### src/rtl/game_pkg.sv
// Per-character sprite constants and the shared timing-bus layout for the VGA pipeline.
package game_pkg;

   localparam int SCREEN_W = 800;
   localparam int SCREEN_H = 600;

   localparam int          TOM_WIDTH      = 64;
   localparam int          TOM_HEIGHT     = 64;
   localparam logic [11:0] TOM_BG_COLOR   = 12'h0F0;
   localparam int          TOM_FRAMES     = 4;

   localparam int          JERRY_WIDTH    = 32;
   localparam int          JERRY_HEIGHT   = 32;
   localparam logic [11:0] JERRY_BG_COLOR = 12'hF0F;
   localparam int          JERRY_FRAMES   = 2;

   typedef struct packed {
      logic [10:0] hcount;
      logic [10:0] vcount;
      logic        hsync;
      logic        vsync;
      logic        hblnk;
      logic        vblnk;
   } vga_timing_t;

endpackage

### src/rtl/vga_if.sv
// Timing and colour bus passed between stages of the VGA pixel pipeline.
interface vga_if;
   logic [10:0] hcount;
   logic [10:0] vcount;
   logic        hsync;
   logic        vsync;
   logic        hblnk;
   logic        vblnk;
   logic [11:0] rgb;

   modport in  (input  hcount, vcount, hsync, vsync, hblnk, vblnk, rgb);
   modport out (output hcount, vcount, hsync, vsync, hblnk, vblnk, rgb);
endinterface

### src/rtl/delay.sv
// Fixed-length shift register used to align side-band signals with a latency path.
module delay #(
   parameter int WIDTH   = 1,
   parameter int CLK_DEL = 1
)(
   input  logic             clk,
   input  logic             rst,
   input  logic [WIDTH-1:0] i_din,
   output logic [WIDTH-1:0] o_dout
);

   logic [WIDTH-1:0] r_pipe [CLK_DEL];

   // NOTE: every stage is reset, not just the head, so a mid-frame reset flushes stale pixels.
   always_ff @(posedge clk) begin
      if (rst) begin
         for (int i = 0; i < CLK_DEL; i++) r_pipe[i] <= '0;
      end else begin
         r_pipe[0] <= i_din;
         for (int i = 1; i < CLK_DEL; i++) r_pipe[i] <= r_pipe[i-1];
      end
   end

   assign o_dout = r_pipe[CLK_DEL-1];

endmodule

### src/rtl/draw_sprite.sv
// Sprite overlay stage: fetches pixels from a synchronous ROM and keys them over the background,
// with animation frames, mirroring and position latched at vertical blank.
module draw_sprite
   import game_pkg::*;
#(
   parameter int          SPR_WIDTH   = 64,
   parameter int          SPR_HEIGHT  = 64,
   parameter int          FRAMES      = 4,
   parameter int          FRAME_TICKS = 8,
   parameter logic [11:0] BG_COLOR    = 12'h0F0,
   parameter int          ROM_LATENCY = 1,
   parameter int          ADDR_WIDTH  = 20
)(
   input  logic                  clk,
   input  logic                  rst,
   input  logic [9:0]            pos_x,
   input  logic [9:0]            pos_y,
   input  logic                  mirror,
   input  logic                  visible,
   input  logic                  anim_en,
   input  logic [11:0]           data,
   vga_if.in                     in,
   output logic [ADDR_WIDTH-1:0] address,
   output logic [3:0]            frame_idx,
   vga_if.out                    out
);

   localparam int DLY   = ROM_LATENCY + 1;
   localparam int BUS_W = $bits(vga_timing_t) + 13;

   logic                  r_vblnk_prev;
   logic [9:0]            r_shadow_x;
   logic [9:0]            r_shadow_y;
   logic                  r_shadow_mirror;
   logic                  r_shadow_visible;
   logic [7:0]            r_tick_cnt;
   logic [3:0]            r_frame_idx;
   logic [ADDR_WIDTH-1:0] r_address;

   logic                  w_vblnk_rise;
   logic                  w_in_win;
   logic [10:0]           w_x0;
   logic [10:0]           w_y0;
   logic [10:0]           w_lx;
   logic [10:0]           w_ly;
   logic [10:0]           w_ex;
   logic [31:0]           w_addr;
   vga_timing_t           w_timing;
   vga_timing_t           w_timing_d;
   logic [11:0]           w_rgb_d;
   logic                  w_in_win_d;
   logic [BUS_W-1:0]      w_bus_d;

   assign w_vblnk_rise = in.vblnk & ~r_vblnk_prev;
   assign w_x0         = {1'b0, r_shadow_x};
   assign w_y0         = {1'b0, r_shadow_y};

   // Bounding against the visible area clips the sprite instead of drawing into blanking.
   assign w_in_win = r_shadow_visible
                  && (in.hcount >= w_x0) && (in.hcount < w_x0 + 11'(SPR_WIDTH))
                  && (in.vcount >= w_y0) && (in.vcount < w_y0 + 11'(SPR_HEIGHT))
                  && (in.hcount < 11'(SCREEN_W)) && (in.vcount < 11'(SCREEN_H));

   assign w_lx   = in.hcount - w_x0;
   assign w_ly   = in.vcount - w_y0;
   assign w_ex   = r_shadow_mirror ? 11'(SPR_WIDTH - 1) - w_lx : w_lx;
   assign w_addr = 32'(r_frame_idx) * 32'(SPR_WIDTH * SPR_HEIGHT)
                 + 32'(w_ly) * 32'(SPR_WIDTH) + 32'(w_ex);

   // NOTE: sequential state uses non-blocking assignments so every register samples pre-edge values.
   always_ff @(posedge clk) begin
      if (rst) begin
         r_vblnk_prev     <= 1'b0;
         r_shadow_x       <= '0;
         r_shadow_y       <= '0;
         r_shadow_mirror  <= 1'b0;
         r_shadow_visible <= 1'b0;
         r_tick_cnt       <= '0;
         r_frame_idx      <= '0;
      end else begin
         r_vblnk_prev <= in.vblnk;
         if (w_vblnk_rise) begin
            r_shadow_x       <= pos_x;
            r_shadow_y       <= pos_y;
            r_shadow_mirror  <= mirror;
            r_shadow_visible <= visible;
            if (anim_en) begin
               if (r_tick_cnt == 8'(FRAME_TICKS - 1)) begin
                  r_tick_cnt  <= '0;
                  r_frame_idx <= (r_frame_idx == 4'(FRAMES - 1)) ? 4'd0 : r_frame_idx + 4'd1;
               end else begin
                  r_tick_cnt <= r_tick_cnt + 8'd1;
               end
            end
         end
      end
   end

   always_ff @(posedge clk) begin
      if (rst) r_address <= '0;
      else     r_address <= w_in_win ? ADDR_WIDTH'(w_addr) : '0;
   end

   assign address   = r_address;
   assign frame_idx = r_frame_idx;

   assign w_timing = '{hcount: in.hcount, vcount: in.vcount, hsync: in.hsync,
                       vsync: in.vsync, hblnk: in.hblnk, vblnk: in.vblnk};

   delay #(
      .WIDTH   (BUS_W),
      .CLK_DEL (DLY)
   ) u_delay (
      .clk    (clk),
      .rst    (rst),
      .i_din  ({w_timing, in.rgb, w_in_win}),
      .o_dout (w_bus_d)
   );

   assign {w_timing_d, w_rgb_d, w_in_win_d} = w_bus_d;

   always_ff @(posedge clk) begin
      if (rst) begin
         out.hcount <= '0;
         out.vcount <= '0;
         out.hsync  <= 1'b0;
         out.vsync  <= 1'b0;
         out.hblnk  <= 1'b0;
         out.vblnk  <= 1'b0;
         out.rgb    <= '0;
      end else begin
         out.hcount <= w_timing_d.hcount;
         out.vcount <= w_timing_d.vcount;
         out.hsync  <= w_timing_d.hsync;
         out.vsync  <= w_timing_d.vsync;
         out.hblnk  <= w_timing_d.hblnk;
         out.vblnk  <= w_timing_d.vblnk;
         out.rgb    <= (w_in_win_d && (data != BG_COLOR)) ? data : w_rgb_d;
      end
   end

endmodule

### src/flat_wrapper.sv
// flat-port wrapper written by rule: the top's interface ports become plain ports
module draw_sprite_flat import game_pkg::*;
#(
   parameter int          SPR_WIDTH   = 64,
   parameter int          SPR_HEIGHT  = 64,
   parameter int          FRAMES      = 4,
   parameter int          FRAME_TICKS = 8,
   parameter logic [11:0] BG_COLOR    = 12'h0F0,
   parameter int          ROM_LATENCY = 1,
   parameter int          ADDR_WIDTH  = 20
)
  (clk, rst, pos_x, pos_y, mirror, visible, anim_en, data, address, frame_idx, in_hcount, in_vcount, in_hsync, in_vsync, in_hblnk, in_vblnk, in_rgb, out_hcount, out_vcount, out_hsync, out_vsync, out_hblnk, out_vblnk, out_rgb);
  vga_if in_i ();
  vga_if out_i ();
  input  logic clk;
  input  logic rst;
  input  logic [9:0] pos_x;
  input  logic [9:0] pos_y;
  input  logic mirror;
  input  logic visible;
  input  logic anim_en;
  input  logic [11:0] data;
  output logic [ADDR_WIDTH-1:0] address;
  output logic [3:0] frame_idx;
  input wire logic [$bits(in_i.hcount)-1:0] in_hcount;
  input wire logic [$bits(in_i.vcount)-1:0] in_vcount;
  input wire logic [$bits(in_i.hsync)-1:0] in_hsync;
  input wire logic [$bits(in_i.vsync)-1:0] in_vsync;
  input wire logic [$bits(in_i.hblnk)-1:0] in_hblnk;
  input wire logic [$bits(in_i.vblnk)-1:0] in_vblnk;
  input wire logic [$bits(in_i.rgb)-1:0] in_rgb;
  output wire logic [$bits(out_i.hcount)-1:0] out_hcount;
  output wire logic [$bits(out_i.vcount)-1:0] out_vcount;
  output wire logic [$bits(out_i.hsync)-1:0] out_hsync;
  output wire logic [$bits(out_i.vsync)-1:0] out_vsync;
  output wire logic [$bits(out_i.hblnk)-1:0] out_hblnk;
  output wire logic [$bits(out_i.vblnk)-1:0] out_vblnk;
  output wire logic [$bits(out_i.rgb)-1:0] out_rgb;
  assign in_i.hcount = in_hcount;
  assign in_i.vcount = in_vcount;
  assign in_i.hsync = in_hsync;
  assign in_i.vsync = in_vsync;
  assign in_i.hblnk = in_hblnk;
  assign in_i.vblnk = in_vblnk;
  assign in_i.rgb = in_rgb;
  assign out_hcount = out_i.hcount;
  assign out_vcount = out_i.vcount;
  assign out_hsync = out_i.hsync;
  assign out_vsync = out_i.vsync;
  assign out_hblnk = out_i.hblnk;
  assign out_vblnk = out_i.vblnk;
  assign out_rgb = out_i.rgb;
  draw_sprite #(.SPR_WIDTH(SPR_WIDTH), .SPR_HEIGHT(SPR_HEIGHT), .FRAMES(FRAMES), .FRAME_TICKS(FRAME_TICKS), .BG_COLOR(BG_COLOR), .ROM_LATENCY(ROM_LATENCY), .ADDR_WIDTH(ADDR_WIDTH)) u_core (.clk(clk), .rst(rst), .pos_x(pos_x), .pos_y(pos_y), .mirror(mirror), .visible(visible), .anim_en(anim_en), .data(data), .in(in_i), .address(address), .frame_idx(frame_idx), .out(out_i));
endmodule
### config.mk
export PLATFORM = sky130hd
export DESIGN_NAME = draw_sprite_flat
export DESIGN_NICKNAME = d
export VERILOG_FILES = /design/src/rtl/game_pkg.sv /design/src/rtl/vga_if.sv /design/src/rtl/delay.sv /design/src/rtl/draw_sprite.sv /design/src/flat_wrapper.sv
export SDC_FILE = /design/constraint.sdc
export NUM_CORES = 1
export LEC_CHECK = 0
export BUFFER_PORTS_ARGS = -buffer_cell sky130_fd_sc_hd__buf_2
export CAP_MARGIN = 10
export CORE_ASPECT_RATIO = 1.25
export CORE_MARGIN = 2
export CORE_UTILIZATION = 40
export CTS_BUF_LIST = sky130_fd_sc_hd__clkbuf_8
export DETAILED_ROUTE_END_ITERATION = 12
export PLACE_DENSITY_LB_ADDON = 0.15
export SYNTH_ARGS = -nofsm -noshare
export SYNTH_HDL_FRONTEND = slang
export SYNTH_SLANG_ARGS = --single-unit
export TNS_END_PERCENT = 50
### constraint.sdc
create_clock -name clk -period 5.75 [get_ports clk]
set_input_delay 1.15 -clock clk [delete_from_list [all_inputs] [get_ports clk]]
set_output_delay 1.15 -clock clk [all_outputs]
set_load 0.01 [all_outputs]
==> impl_metrics.tcl <==
set metrics [dict create \
    outcome "complete, no violations" \
    most-common-layout-cells "169 x dfxtp_1, 134 x buf_2, 105 x nor2b_1" \
    maxCapViolations 0 \
    viasPerCell 4.662 \
    ctsRootBufferMaster "clkbuf_8" \
    cp_max_fo 6 \
    die_h_microns 151.4 \
    port-buffer-count 135 \
    period_minus_slack_ps 4666 \
    arrival_ps 5030 \
    final_util_pct 48.67 \
    cts_sinks 169 \
    vias 5119 \
    drc 0 \
    post-cts-setup-buffer-count 0 \
    nets 987 \
    stdcell_count 1098 \
    ir_drop_mv 0.1116 \
    synth_top_area_share_pct 48.69 \
    drive_gt1_share_pct 20.07 \
    crit_family "compound AO/OA/AOI/OAI gates" \
    worstSetupEndpointType "flip-flop" \
    setup_viol 0 \
    first_pass_iters 5 \
    h-tree-depth 4 \
    placed_cells 1065 \
    initial_utilization_pct 41.09 \
    synth_edf_count 0 \
    slew_violations 0 \
    finalSetupTns_ps 0 \
    drt_wl_total_mm 14.72 \
    gp_congestion 0.8689 \
    ant_nets 0 \
    slowest_delay_ps 720 \
    maxSlewHeadroom_pct 30.15 \
    synth_ff_type "dfxtp_1" \
    clk_latency_ps 450 \
    finalCritPeriodShare_pct 81.14 \
    fp-row-count 53 \
    postSynthCellCount 735 \
    ys_seq_area_share_pct 48.69 \
    grtUsageTotal_pct 16.60 \
    dp_hpwl_mm 10.75 \
    netlist-cell-type-count 57 \
    die_w_microns 121.9 \
    cts_inserted_buffers 17 \
    grt_pass1_vias 4814 \
    fp.coreArea_sq_um 16910 \
    ios 137 \
    path_common_cell "ha_1" \
    cp-start-kind "primary input" \
    grt_pass1_wl_mm 23.94 \
    power.density_nw_per_um2 304.9 \
    cts_hold_buf 0 \
    layout_commonest_cell "dfxtp_1" \
    post_cts_resized 0 \
    antenna_found_initial 1 \
    cts_tree "built" \
    finClkSkew_ps 13.97 \
    gr-total-overflow 0 \
    ys_async_sr_fraction_pct 0 \
    die_area_sq_um 18450 \
    clk_pin_slew_ps 100 \
    synth.ff_latch_count 169 \
    crit_chain "buf_2, ha_1, a2111oi_0, a31oi_1, xnor2_1, ha_1, nor2b_1, xnor2_1, ha_1, o21ai_0, o21bai_1, a21oi_1, nor4_1, nand3_1, a221oi_2" \
    synth_area_sq_um 6948 \
    timing.fmax_mhz 214.3 \
    fin_area_sq_um 8230 \
    critical_path_class "in -> reg" \
    worstMarginPinSlew_ps 1048 \
    critical_path_required_ps 6110 \
    cts_buffer_depth 2 \
    crit_path_top_delay_cell "a2111oi_0" \
    synth_top_cell_by_area "dfxtp_1" \
    area_growth_pct 18.46 \
    fillerInstances 1680 \
    rsz0062_at_grt "false" \
    grt_max_degree 89 \
    yosys-top-cells-area "dfxtp_1 49%, nor2b_1 9.5%, ha_1 7.9%" \
    wl_per_cell_microns 13.41 \
    p_leak_nw 3.660 \
    synth_warnings 0 \
    hold_violations 0 \
    crit_buf_inv 1 \
    drt_iter0_drc 245 \
    dpl-instance-area_sq_um 7794 \
    hold_path_class "reg -> reg" \
    avgSynthCellArea_sq_um 9.453 \
]
-- metal layers --
layer	track usage (%)	share of wire [%]	up-vias
met5	0	0	-
met1	21.98	48	2322
met2	26.82	48	108
met4	5.632	0.49	0
li1	-	-	2683
met3	3.614	3.9	6
-- where the power goes --
group | leakage, nW | total (mW) | internal (mW) | switching (mW)
clock | 0.215 | 0.890 | 0.411 | 0.478
sequential | 1.39 | 1.23 | 1.21 | 0.0145
combinational | 2.06 | 0.394 | 0.175 | 0.219
total | 3.66 | 2.51 | 1.80 | 0.712
-- sequential cells by signal, summed over array words and instances, names as in the netlist, 4 cells and up --
name	count
u_core.u_delay.r_pipe	78
u_core.address	19
u_core.out.rgb	12
u_core.out.hcount	11
u_core.out.vcount	11
u_core.r_shadow_x	10
u_core.r_shadow_y	10
u_core.r_tick_cnt	8
u_core.frame_idx	4
-- Yosys cell counts (all sizes together), types with 3 or more instances --
master and number:
a211oi 4, a21o 12, a21oi 51, a221oi 3
a31oi 4, and3 5, buf 8, clkbuf 20
dfxtp 169, fa 4, ha 44, inv 40
mux2i 6, nand2 78, nand2b 6, nand3 17
nand4 7, nor2 45, nor2b 106, nor3 9
nor4b 3, o2111ai 3, o21ai 12, o21bai 3
or2 3, xnor2 27, xor2 17
-- metrics by stage --
stage	total power [mW]	hold WS, ps	setup WS [ps]
2_1_floorplan	1.538	413.8	1297
3_3_place_gp	1.646	415.4	793.4
3_5_place_dp	1.646	420.4	607.2
4_1_cts	2.549	442.1	1105
5_1_grt	2.658	453.6	659.4
6_report	2.509	435.2	1084
-- path summary, 6_finish.rpt --
path                                          start                                      end  slack [ps]  cells past startpoint
max                                    in_hcount[4]            u_core.address[17]$_SDFF_PP0_        1080                     15
min          u_core.u_delay.r_pipe[0][1]$_SDFF_PP0_  u_core.u_delay.r_pipe[0][40]$_SDFF_PP0_         440                      1
max reg2reg       u_core.r_shadow_x[4]$_SDFFE_PP0P_            u_core.address[17]$_SDFF_PP0_        1520                     15
min reg2reg  u_core.u_delay.r_pipe[0][1]$_SDFF_PP0_  u_core.u_delay.r_pipe[0][40]$_SDFF_PP0_         440                      1
-- logic make-up after synthesis --
group	after synthesis	synth area share [%]
other cells	1	0.05397
xor+xnor	45	5.871
fa+ha+maj	48	9.076
compound gates	107	9.688
simple gates	291	21.74
buf+inv	68	4.016
mux	6	0.8644
flops	169	48.69
-- area by class of cell --
class                   count  area [sq um]  share of cell area, %
diodes                      1         2.502                0.03040
flip-flops and latches    169          3383                  41.11
inverters                  40         150.1                  1.824
multi-input cells         499          3292                  40.00
repair buffers            137         693.2                  8.422
clock buffers              17         234.0                  2.843
well taps                 220         275.3                  3.344
clock inverters            15         200.2                  2.432
Note: power is estimated with default switching activity, not from simulation.
